`config.mk`:
```
export PLATFORM = sky130hd
export DESIGN_NAME = mem_arbiter
export DESIGN_NICKNAME = d
export VERILOG_FILES = /design/src/rtl/mem_arbiter.sv
export SDC_FILE = /design/constraint.sdc
export NUM_CORES = 1
export LEC_CHECK = 0
export ABC_AREA = 0
export CORE_UTILIZATION = 50
export CTS_BUF_LIST = sky130_fd_sc_hd__clkbuf_4 sky130_fd_sc_hd__clkbuf_8 sky130_fd_sc_hd__clkbuf_16
export CTS_CLUSTER_SIZE = 24
export DETAILED_ROUTE_END_ITERATION = 10
export HOLD_SLACK_MARGIN = 0.08
export PLACE_DENSITY = 0.85
export SETUP_SLACK_MARGIN = 0.02
export SLEW_MARGIN = 10
export SYNTH_ARGS = -nofsm -noshare
export SYNTH_HDL_FRONTEND = slang
export SYNTH_SLANG_ARGS = --single-unit
```
`constraint.sdc`:
```
create_clock -name clk -period 5.25 [get_ports clk]
set_clock_uncertainty 0.05 [all_clocks]
set_input_delay 0.525 -clock clk [delete_from_list [all_inputs] [get_ports clk]]
set_output_delay 0.525 -clock clk [all_outputs]
set_load 0.02 [all_outputs]
```
`src/rtl/mem_arbiter.sv`:
```
// Arbitrates IF fetches against MEM loads/stores onto a byte-wide single-port RAM.
// Latency: N-byte read done in c(N+1) after grant, N-byte write done in c(N).
// Backpressure: requesters hold their request until the done pulse; no preemption.
module mem_arbiter #(
    parameter int ADDR_WIDTH = 32,
    parameter int DATA_BYTES = 4,
    localparam int LW = $clog2(DATA_BYTES)
) (
    input  logic                      clk,
    input  logic                      rst,
    input  logic                      if_req,
    input  logic [ADDR_WIDTH-1:0]     if_addr,
    input  logic                      if_flush,
    output logic                      if_done,
    output logic [8*DATA_BYTES-1:0]   if_data,
    input  logic [1:0]                mem_rw,
    input  logic [ADDR_WIDTH-1:0]     mem_addr,
    input  logic [LW-1:0]             mem_len,
    input  logic [8*DATA_BYTES-1:0]   mem_wdata,
    output logic                      mem_done,
    output logic [8*DATA_BYTES-1:0]   mem_rdata,
    output logic                      ram_rw,
    output logic [ADDR_WIDTH-1:0]     ram_addr,
    output logic [7:0]                ram_wdata,
    input  logic [7:0]                ram_rdata
);
    localparam int DW = 8 * DATA_BYTES;
    localparam int CW = LW + 1;

    typedef enum logic [2:0] {IDLE, IF_RD, MEM_RD, MEM_WR, DONE} state_t;

    state_t                state, state_nxt;
    logic                  fair;
    logic                  tgt_mem;
    logic [ADDR_WIDTH-1:0] addr_q;
    logic [CW-1:0]         n_q, i_q, r_q;
    logic [DW-1:0]         wdata_q, asm_q, asm_nxt;
    logic                  v1, v2;
    logic                  mem_req, grant_if, grant_mem, rd_last, abort;

    assign mem_req = (mem_rw == 2'b01) || (mem_rw == 2'b10);

    always_ff @(posedge clk) begin
        if (rst) state <= IDLE;
        else     state <= state_nxt;
    end

    always_comb begin
        state_nxt = state;
        grant_if  = 1'b0;
        grant_mem = 1'b0;
        rd_last   = 1'b0;
        abort     = 1'b0;
        asm_nxt   = asm_q;
        asm_nxt[8*r_q[LW-1:0] +: 8] = ram_rdata;
        case (state)
            IDLE: begin
                grant_if  = if_req && (!mem_req || fair);
                grant_mem = mem_req && !grant_if;
                if (grant_if)       state_nxt = IF_RD;
                else if (grant_mem) state_nxt = (mem_rw == 2'b10) ? MEM_WR : MEM_RD;
            end
            IF_RD, MEM_RD: begin
                abort   = (state == IF_RD) && if_flush;
                rd_last = v2 && (r_q == n_q - 1'b1);
                if (abort)        state_nxt = IDLE;
                else if (rd_last) state_nxt = DONE;
            end
            MEM_WR:  if (i_q == n_q) state_nxt = DONE;
            DONE:    state_nxt = IDLE;
            default: state_nxt = IDLE;
        endcase
    end

    // v1/v2 track which cycles carry valid read data (RAM answers one cycle after the address)
    always_ff @(posedge clk) begin
        if (rst) begin
            fair      <= 1'b0;
            tgt_mem   <= 1'b0;
            addr_q    <= '0;
            n_q       <= '0;
            i_q       <= '0;
            r_q       <= '0;
            wdata_q   <= '0;
            asm_q     <= '0;
            v1        <= 1'b0;
            v2        <= 1'b0;
            if_done   <= 1'b0;
            mem_done  <= 1'b0;
            if_data   <= '0;
            mem_rdata <= '0;
            ram_rw    <= 1'b0;
            ram_addr  <= '0;
            ram_wdata <= '0;
        end else begin
            if_done  <= 1'b0;
            mem_done <= 1'b0;
            case (state)
                IDLE: begin
                    if (grant_if || grant_mem) begin
                        addr_q   <= grant_if ? if_addr : mem_addr;
                        n_q      <= grant_if ? CW'(DATA_BYTES) : CW'(mem_len) + 1'b1;
                        wdata_q  <= mem_wdata;
                        tgt_mem  <= grant_mem;
                        asm_q    <= '0;
                        i_q      <= CW'(1);
                        r_q      <= '0;
                        v1       <= (state_nxt != MEM_WR);
                        v2       <= 1'b0;
                        ram_addr <= grant_if ? if_addr : mem_addr;
                        if (state_nxt == MEM_WR) begin
                            ram_rw    <= 1'b1;
                            ram_wdata <= mem_wdata[7:0];
                        end
                    end
                    if (grant_if) fair <= 1'b0;
                end
                IF_RD, MEM_RD: begin
                    if (abort) begin
                        v1 <= 1'b0;
                        v2 <= 1'b0;
                    end else begin
                        v1 <= (i_q < n_q);
                        v2 <= v1;
                        if (i_q < n_q) begin
                            ram_addr <= addr_q + ADDR_WIDTH'(i_q);
                            i_q      <= i_q + 1'b1;
                        end
                        if (v2) begin
                            asm_q <= asm_nxt;
                            r_q   <= r_q + 1'b1;
                        end
                        if (rd_last) begin
                            if (tgt_mem) begin
                                mem_rdata <= asm_nxt;
                                mem_done  <= 1'b1;
                            end else begin
                                if_data <= asm_nxt;
                                if_done <= 1'b1;
                            end
                        end
                    end
                end
                MEM_WR: begin
                    if (i_q < n_q) begin
                        ram_addr  <= addr_q + ADDR_WIDTH'(i_q);
                        ram_wdata <= wdata_q[8*i_q[LW-1:0] +: 8];
                        i_q       <= i_q + 1'b1;
                    end else begin
                        ram_rw    <= 1'b0;
                        ram_wdata <= '0;
                        mem_done  <= 1'b1;
                    end
                end
                DONE: begin
                    if (tgt_mem && if_req) fair <= 1'b1;
                end
                default: ;
            endcase
        end
    end
endmodule

```
Word-level counts from Yosys, hierarchy flattened
Cells that the tools add are included.
{ "word_totals": {"input_bits": 112, "output_inout_bits": 107, "elab_cells": 128, "register_bits": 219} }
{ "op_classes": {"bitwise_logic": 4, "eq_ne": 17, "n_mux": 53, "shifts": 3, "reduce_logical": 26, "magnitude_cmp": 1, "addsub": 6} }
{ "ops": {"columns": ["operator", "count"], "rows": [
  ["2-to-1 mux 32 bit", 7],
  ["case mux 32 bit (3 select lines)", 1],
  ["case mux 32 bit (2 select lines)", 1],
  ["2-to-1 mux 3 bit", 12],
  ["negation 5 -> 34 bit", 1],
  ["variable shift 8 x 34 -> 32 bit (first input constant)", 1],
  ["indexed part select 8 x 34 -> 32 bit", 1],
  ["adder 32 x 3 -> 32 bit", 1],
  ["bitwise mux 32 bit", 1],
  ["indexed part select 32 x 6 -> 8 bit", 1],
  ["2-to-1 mux 8 bit", 3],
  ["2-to-1 mux 1 bit", 19],
  ["case mux 3 bit (3 select lines)", 2],
  ["case mux 8 bit (2 select lines)", 1],
  ["AND reduction 4 bit", 4],
  ["!= test 2 bit (second input constant)", 7],
  ["case mux 1 bit (2 select lines)", 5],
  ["== test 3 x 2 -> 1 bit (second input constant)", 3],
  ["AND reduction 3 bit", 3],
  ["adder 3 x 1 -> 3 bit (second input constant)", 2],
  ["== test 3 bit", 2],
  ["case mux 3 bit (2 select lines)", 1],
  ["nonzero test 2 bit", 3],
  ["logical AND 1 bit", 5],
  ["other kinds (16)", 23]
]} }

Depth between registers and ports, before layout
Gate-level depths: netlist of run 1.
{ "logic_depth": {"depth_word": 14, "ltp_mapped": 11, "ltp_nobuf": 9} }

Worst setup path before layout of run 1
No wires, ideal clock.
{ "synth_path": {"kind": "register to register", "from": "reg i_q[1]", "to": "reg ram_addr[22]", "stages_incl_launch_ff": 10, "arrival_ps": 2297, "required_ps": 5068, "setup_slack_ps": 2771, "setup_ps": 132, "path_buffers": 1, "synth_period_minus_slack_ps": 2479, "path_cell_list": "dfxtp_1 > clkbuf_1 > inv_1 > fa_1 > nor2b_1 > o2111ai_1 > nor4_1 > xor2_1 > o21ai_0 > a21oi_1"} }
{ "synth_via": {"elab_chain_cells": 4, "word_cells_on_any_way": 5, "classes_between": "1 x add/sub; 1 x order compare; 3 x mux"} }
{ "synth_rtl": {"columns": ["item", "line", "rtl"], "rows": [
  ["from (decl)", "36", "logic [CW-1:0] n_q, i_q, r_q;"],
  ["from (signal assigned)", "127", "i_q <= i_q + 1'b1;"],
  ["from (signal assigned)", "148", "i_q <= i_q + 1'b1;"],
  ["adder 32 x 3 -> 32 bit / < comparator 3 bit (equally long branches)", null, null],
  ["2-to-1 mux 32 bit (*)", "125, 145", null],
  ["2-to-1 mux 32 bit", "119", "if (abort) begin"],
  ["case mux 32 bit (3 select lines) (*)", "98", "case (state)"],
  ["to (signal assigned)", "110", "ram_addr <= grant_if ? if_addr : mem_addr;"],
  ["to (signal assigned)", "126", "ram_addr <= addr_q + ADDR_WIDTH'(i_q);"],
  ["to (signal assigned)", "146", "ram_addr <= addr_q + ADDR_WIDTH'(i_q);"],
  ["to (decl)", "23", "output logic [ADDR_WIDTH-1:0] ram_addr,"]
]} }
Mark *: on every way between the ends. The rest lies on a longest branch, timed or not. The select of a mux whose other input is x is not followed.
A chain may end at the register's enable or synchronous reset.

Final worst setup path of run 1
{ "layout_path": {"from": "reg i_q[0]", "to": "reg ram_addr[24]"} }
The elaborated chain is that of the path after synthesis.

==> results of run 1 <==
worst max-delay path, stage by stage, from the launching register on:
cell       delay [ps]
dfxtp_1           820
ha_1              290
inv_1              60
fa_1              400
nor2b_1           250
o2111ai_1         410
nor2b_1           440
nand2_1           120
xor2_1            160
a211oi_1          260
final cells by class:
cell class,count,area share (%)
Clock buffer,31,5.23
Clock inverter,8,0.598
Inverter,17,0.500
Multi-Input combinational cell,843,39.1
Sequential cell,219,34.4
Tap cell,265,2.60
Timing Repair Buffer,226,17.6
synth_stat cells (2+ instances only):
cell	number
nand2b_1	2
nor2_1	166
o22ai_1	8
a31oi_1	4
nor4b_2	3
nand2_1	133
or2_2	2
a21o_1	3
ha_1	16
o2111ai_1	3
a211oi_2	20
o211ai_1	6
xnor2_1	10
a311oi_1	2
nor2b_1	37
nand4_1	6
buf_2	16
xor2_1	22
a211oi_1	77
buf_6	9
buf_1	2
dfxtp_1	219
inv_1	17
a32oi_1	2
a21oi_1	166
and2_1	2
and4_1	4
nand3_1	16
buf_4	6
nor4_1	5
mux2i_1	21
nand3b_1	3
nor3_1	47
clkbuf_1	54
a22oi_1	10
clkbuf_2	2
mux4_2	8
o21ai_0	15
o21ai_1	9
stage by stage:
step	cell area (µm²)	hold slack [ps]
CTS	12800	406
detailed placement	12000	397
global route	12800	422
floorplan	9870	383
finish	12800	403
global placement	12000	389
sequential cells by signal (all words and copies together), names as in the netlist, 3 cells and up:
name       count
addr_q        32
n_q            3
asm_q         32
wdata_q       32
ram_wdata      8
r_q            3
state          3
i_q            3
ram_addr      32
if_data       32
mem_rdata     32
worst paths after layout:
kind                               endpoint  cells past startpoint                startpoint  slack [ps]
setup reg to reg  ram_addr[24]$_SDFFE_PP0P_                      9       i_q[0]$_SDFFE_PP0P_        1900
setup / recovery  ram_addr[24]$_SDFFE_PP0P_                      9       i_q[0]$_SDFFE_PP0P_        1900
hold / removal     wdata_q[27]$_SDFFE_PP0P_                      2  wdata_q[27]$_SDFFE_PP0P_         400
hold reg to reg    wdata_q[27]$_SDFFE_PP0P_                      2  wdata_q[27]$_SDFFE_PP0P_         400
per-layer routing:
| metal | track usage (%) | vias to the layer above | share of wire [%] |
|---|---|---|---|
| met3 | 4.37 | 57 | 6.5 |
| met5 | 0 | - | 0 |
| li1 | - | 4420 | - |
| met1 | 30.9 | 4148 | 42 |
| met4 | 8.89 | 0 | 2.5 |
| met2 | 43.2 | 342 | 49 |
report_power, final:
part / switching, mW / internal [mW]
logic: 0.784 / 0.520
registers: 0.168 / 1.85
clock network: 0.660 / 0.937
total: 1.61 / 3.31
cell families (layout without fill, tap and decap cells):
kind of cell             count (synthesis)  in the layout  synth area share [%]
AO/OA/AOI/OAI                          329            329                  21.2
adder cells (fa/ha/maj)                 17             17                  2.23
multiplexers                            29             29                  3.95
AND/OR/NAND/NOR                        435            435                  20.0
XOR/XNOR                                33             33                  3.07
flip-flops                             219            219                  44.4
buffers and inverters                  106            282                  5.17
==> results list, run 1 <==
- Total power for the finished layout comes to 4.92 mW.
- Seq/Total Area, Yosys: between 40 and 50%
- Leakage power total: roughly 4.5 nW
- H-tree levels: 1
* Top cell type's share of synthesized area: 44.4%
* Post-synthesis average cell area: 8.45 µm²
* Biggest area contributors in the synthesized netlist: dfxtp_1 44%, a21oi_1 8.4%, nor2_1 6.3%
- The number of gates resized after CTS was 0.
- Worst setup slack after placement: ~1800 ps
- Non-filler cells, final: 1609
* Final RePlAce weighted congestion: 0.825
* Largest area contributor in the netlist: dfxtp_1
* Core region area: 0.0194 mm²
* Clock tree from TritonCTS: yes
* Synth-to-Final Area Change: 29.2%
* Measured slew at the worst slew-check pin: 1150 ps
- The worst pin sits at a relative slew slack of 23.1%.
- Die Width: 143 µm
- Footprint of the multi-input gates: 0.00499 mm²
* I/O pin count: 219
- Worst Path Class, Setup: reg2reg
- Min-Delay Path Class: reg2reg
- Leaving out fill and tap cells, the most frequent cell in the layout is dfxtp_1.
* Post-Route WL: 25600 µm
- CP Capture Type: flip-flop
- After synthesis the netlist holds a flip-flop and latch count of 219.
- Data arrival time of the critical path: 3710 ps
- # nets final: roughly 1500
* Leading cell types in the layout, fill and taps excluded: 219 x dfxtp_1, 217 x clkdlybuf4s50_1, 166 x a21oi_1
* Ys flop type: dfxtp_1
- The worst setup path is launched from a flip-flop.
* Count of warnings emitted by yosys: 0
- Worst EP required: between 5000 and 6000 ps
- Number of placed cells counting well taps: approximately 1600
- Number of search-and-repair iterations in the first detailed-routing pass: 5
* Post-Route Setup TNS: 0 ps
- The flow ran to the end, and the final reports show no timing, DRC or antenna violations.
- The final hold violation count came to 0.
- After clock tree synthesis, the flow added hold-fix buffers numbering 0.
- Entering global routing, the biggest net connects 117 pins.
- Initial antenna violation count: 0
- Maximum clock frequency: 298 MHz
- Number of unique standard cell types used by synthesis: 54
* GRT Util Overall: between 20% and 30%
- Worst skew pair latency: just over 500 ps
- The count of nets left with antenna violations once routing finished came out at 0.
- In this run, the number of DRC markers left after iteration 0 of detailed routing was 629.
- Across the VDD grid, the largest voltage drop is 226 µV.
- Die area: between 0.02 and 0.025 mm²
- The floorplan step set the die height to 143 µm.
- Total power per unit cell area: 386 mW/mm²
- The number of setup buffers added after CTS is 0.
- Antenna diode count: 0
- Async S/R FF share, synth: 0%
- Setup violations remaining at the end of the flow were counted as 0.
- In this run the deepest clock path goes through 3 buffers.
- Across the run, the number of max-cap violations was 0.
- After detailed routing, the number of remaining DRC violations is 0.
- In the synthesized netlist, the number of instances is between 1000 and 1500.
- The number of global-route vias before repair came to around 8500.
* Clock transition at the registers of the reported paths: 60 ps
- Wirelength per Cell: 15.9 µm
- Area of all sequential standard cells: 0.00438 mm²
* Overall via count from detail_route: 8967
- After filler insertion, the fill cell instance count of the layout stands at 1605.
- Post-route worst setup slack: between 1500 and 2000 ps
* Drt via density: 5.57
- Number of enable-type register cells in the synthesized netlist: 0
- Row generation in the floorplan step produced 51 rows.
* Time the worst path needs with I/O delays and setup: 3350 ps
- Final Core Density: 65.8%
- Wire length of the first global-routing pass: 41100 µm
- Unrepaired setup endpoints after global routing: no
- Counting every net in the synthesized netlist gives 1297.
- For this design, the sink count on the clock tree is roughly 220.
- Share of the clock period used by the worst path after layout: between 60% and 70%
- CTS placed an instance of clkbuf_16 at the clock tree root.
* Placed wire-length estimate after detailed placement: between 15000 and 20000 µm
- Starting Density: between 50 and 60%
- Of all nets on the critical path, the largest fanout is 13.
- In this run the tool buffered the top-level ports with between 200 and 250 buffer cells.
- Total congestion overflow after global routing: 0
* Area of the mapped netlist: 0.00987 mm²
* Share of cells above drive strength 1: approximately 6.7%
* Number of buffers added by the clock tree synthesis step: 22
- The total count of max-transition violations in the final report is 0.
Note: power is estimated with default switching activity, not from simulation.
==> inputs of run 2 (changes only) <==
==> constraint.sdc (replaced) <==
create_clock -name clk -period 3.46 [get_ports clk]
set_clock_uncertainty 0.05 [all_clocks]
set_input_delay 0.346 -clock clk [delete_from_list [all_inputs] [get_ports clk]]
set_output_delay 0.346 -clock clk [all_outputs]
set_load 0.02 [all_outputs]
==> run 2 against run 1 <==
Non-clock buffer count up 11; critical path depth down 1; design area up 2.0%; worst hold slack worse by 160 ps; fmax up 24%; via count down 0.33%; global-route usage down 0.15 points; register-to-register slack worse by 1100 ps; total power up 60%; critical endpoint is now asm_q[20]$_SDFFE_PP0P_; highest routed layer is now met5.
==> results list, run 2 (synthesized netlist as in run 1, its figures left out) <==
- The global-route wire length before repair came to 41000 µm (-0.19%).
- The maximum VDD drop is 416 µV (+84%).
* Number of search-and-repair iterations in the first detailed-routing pass: 7 (+2)
- The residual antenna-violating net count after detailed routing came to 0 (unchanged).
- The highest achievable clock rate is 369 MHz (+24%).
* Placed wire-length estimate after detailed placement: 17500 µm (+0.19%)
- Most frequent standard cell in the layout excluding fill and tap cells: dfxtp_1
- WHS Endpoint: ram_addr[0]$_SDFFE_PP0P_
- The total of endpoints with negative setup slack in the final report is 0 (unchanged).
- Final Core Density: 67.1% (+1.3 points)
- Number of max-slew violations in the final report: 0 (unchanged)
- The total placed instance area was 0.0122 mm² (+1.2%).
- The hold buffer count at CTS is 0 (unchanged).
- Worst slew margin: 31.7% (+8.7 points)
* Instance count along the most critical hold path: 2 (unchanged)
- Cells on worst reg2reg path: 8 (-1)
- The I/O pin count is 219 (unchanged).
* Top fanout value on the critical path: 9 (-4)
- TritonCTS built the clock tree.
* Total congestion overflow after global routing: 0 (unchanged)
* Maximum clock insertion buffer count: 3 (unchanged)
- The final weighted congestion in routability-driven placement is 0.821 (-0.47%).
- STA classifies the critical path startpoint as a flip-flop.
* Leading cell types in the layout, fill and taps excluded: 219 x dfxtp_1, 217 x clkdlybuf4s50_1, 166 x a21oi_1
* Residual DRC: 0 (unchanged)
- Post-Route Setup TNS: 0 ps (unchanged)
- The total instance count after detailed placement came to 1581 (+0.70%).
- Measured slew at the worst slew-check pin: 1020 ps (-130 ps)
* H-tree levels: 1 (unchanged)
* Worst-case register-to-register setup slack: 750 ps (-1150 ps)
- The area of all placed cells without fillers is 0.0130 mm² (+2.0%).
* Worst setup slack after placement: 616 ps (-1190 ps)
- The maximum number of pins on one net before global-route repair was 79 (-32%).
- The endpoint identified for the worst register-to-register timing path is asm_q[20]$_SDFFE_PP0P_.
* Detailed router's first-iteration violation count: 533 (-15%)
* Number of buffers added by the clock tree synthesis step: 23 (+4.5%)
- The critical path is of the reg2reg type.
- The critical path required time came to 3840 ps (-1770 ps).
- Post-Route WL: 25100 µm (-1.9%)
- The number of antenna violations at the first check in global routing came to 2 (+2).
- The initial core utilization was 50.9% (unchanged).
- Count of filler cells inserted in the layout: 1599 (-0.37%)
- In this run the most critical hold path is launched from rst.
- Number of sinks handled by clock tree synthesis: 219 (unchanged)
- The worst path setup slack after routing is 749 ps (-1150 ps).
* Unrepaired setup endpoints after global routing: no
- The total leakage power came to 4.62 nW (+3.0%).
* Worst skew pair latency: 500 ps (about the same)
- Total power per unit cell area: 603 mW/mm² (+56%)
- The post-CTS clock slew at the launch and capture registers of the worst setup and hold paths came to 60 ps (about the same).
* CP Capture Type: flip-flop
- The number of cells in the finished layout apart from fillers came to 1623 (+0.87%).
- Share of cells above drive strength 1: 7.59% (+0.89 points)
- Result of the run: complete, no violations
- The global-route total usage across every layer was 24.7% (-0.15 points).
* Core region area: 0.0194 mm² (unchanged)
- Final Hold Viols: 0 (unchanged)
- The buffers inserted during post-CTS setup optimization is 0 (unchanged).
- Reg2Reg Launch Point: r_q[0]$_SDFFE_PP0P_
- Die height: 143 µm (unchanged)
- The post-route total power was 7.85 mW (+60%).
* Share of the clock period used by the worst path after layout: 78.3% (+14 points)
- The count of vias placed by the detailed router was 8937 (-0.33%).
- Number of placement rows: 51 (unchanged)
- Final-layout worst hold slack: 248 ps (-156 ps)
- The worst path arrival time is 3090 ps (-620 ps).
- The floorplan die area was 0.0203 mm² (unchanged).
- Time the worst path needs with I/O delays and setup: 2710 ps (-642 ps)
* Wirelength per Cell: 15.5 µm (-2.7%)
- The number of cells upsized or downsized after cts came to 0 (unchanged).
* Die Width: 143 µm (unchanged)
- Buffers added on ports: 218 (unchanged)
* Vias in the first global route: 8400 (-0.60%)
- Clock tree root driver cell: clkbuf_16
- The area growth from synthesis to layout is 31.8%.
- Max-cap violation count: 0 (unchanged)
- The final net count came to 1470 (+0.82%).
* Drt via density: 5.51 (-1.2%)
- The tightest min-delay check is of the in2reg type.
==> run 2: worst max-delay path by stage <==
| stage | startpoint | slack, ps | end |
|---|---|---|---|
| after floorplan | i_q[1]$_SDFFE_PP0P_ | 980 | ram_addr[22]$_SDFFE_PP0P_ |
| after global placement | mem_rw[0] | 620 | i_q[2]$_SDFFE_PP0P_ |
| after detailed placement | mem_rw[0] | 620 | i_q[2]$_SDFFE_PP0P_ |
| after CTS | r_q[0]$_SDFFE_PP0P_ | 790 | asm_q[20]$_SDFFE_PP0P_ |
| after global routing | i_q[0]$_SDFFE_PP0P_ | 490 | ram_addr[26]$_SDFFE_PP0P_ |
| final | r_q[0]$_SDFFE_PP0P_ | 750 | asm_q[20]$_SDFFE_PP0P_ |
==> run 2: report_power, final <==
part	total [mW]	switching, mW	internal (mW)
combinational	2.09	1.23	0.858
sequential	3.05	0.241	2.81
clock	2.71	0.981	1.73
==> run 2: worst max-delay path, stage by stage (launching register included) <==
cell and delay, ps:
dfxtp_1 540, inv_1 200, ha_1 400, inv_1 90, nor4b_2 730, a21oi_1 300
nor3_1 200, a21oi_1 60, nor2_1 80
==> run 2: metal layers <==
layer | global-route usage, % | wire, µm | up-vias
met2 | 41.8 | 11900 | 317
met4 | 9.22 | 775 | 2
li1 | - | - | 4451
met5 | 0 | 13 | -
met1 | 31.7 | 10700 | 4103
met3 | 4.04 | 1650 | 64
==> run 2: final cells by class <==
class | count | area [µm²] | share of cell area [%]
inverters | 17 | 63.8 | 0.490
diodes | 1 | 2.50 | 0.0192
flip-flops and latches | 219 | 4380 | 33.7
clock buffers | 31 | 673 | 5.17
well taps | 265 | 332 | 2.55
clock inverters | 10 | 178 | 1.37
multi-input cells | 843 | 4990 | 38.4
repair buffers | 237 | 2390 | 18.4
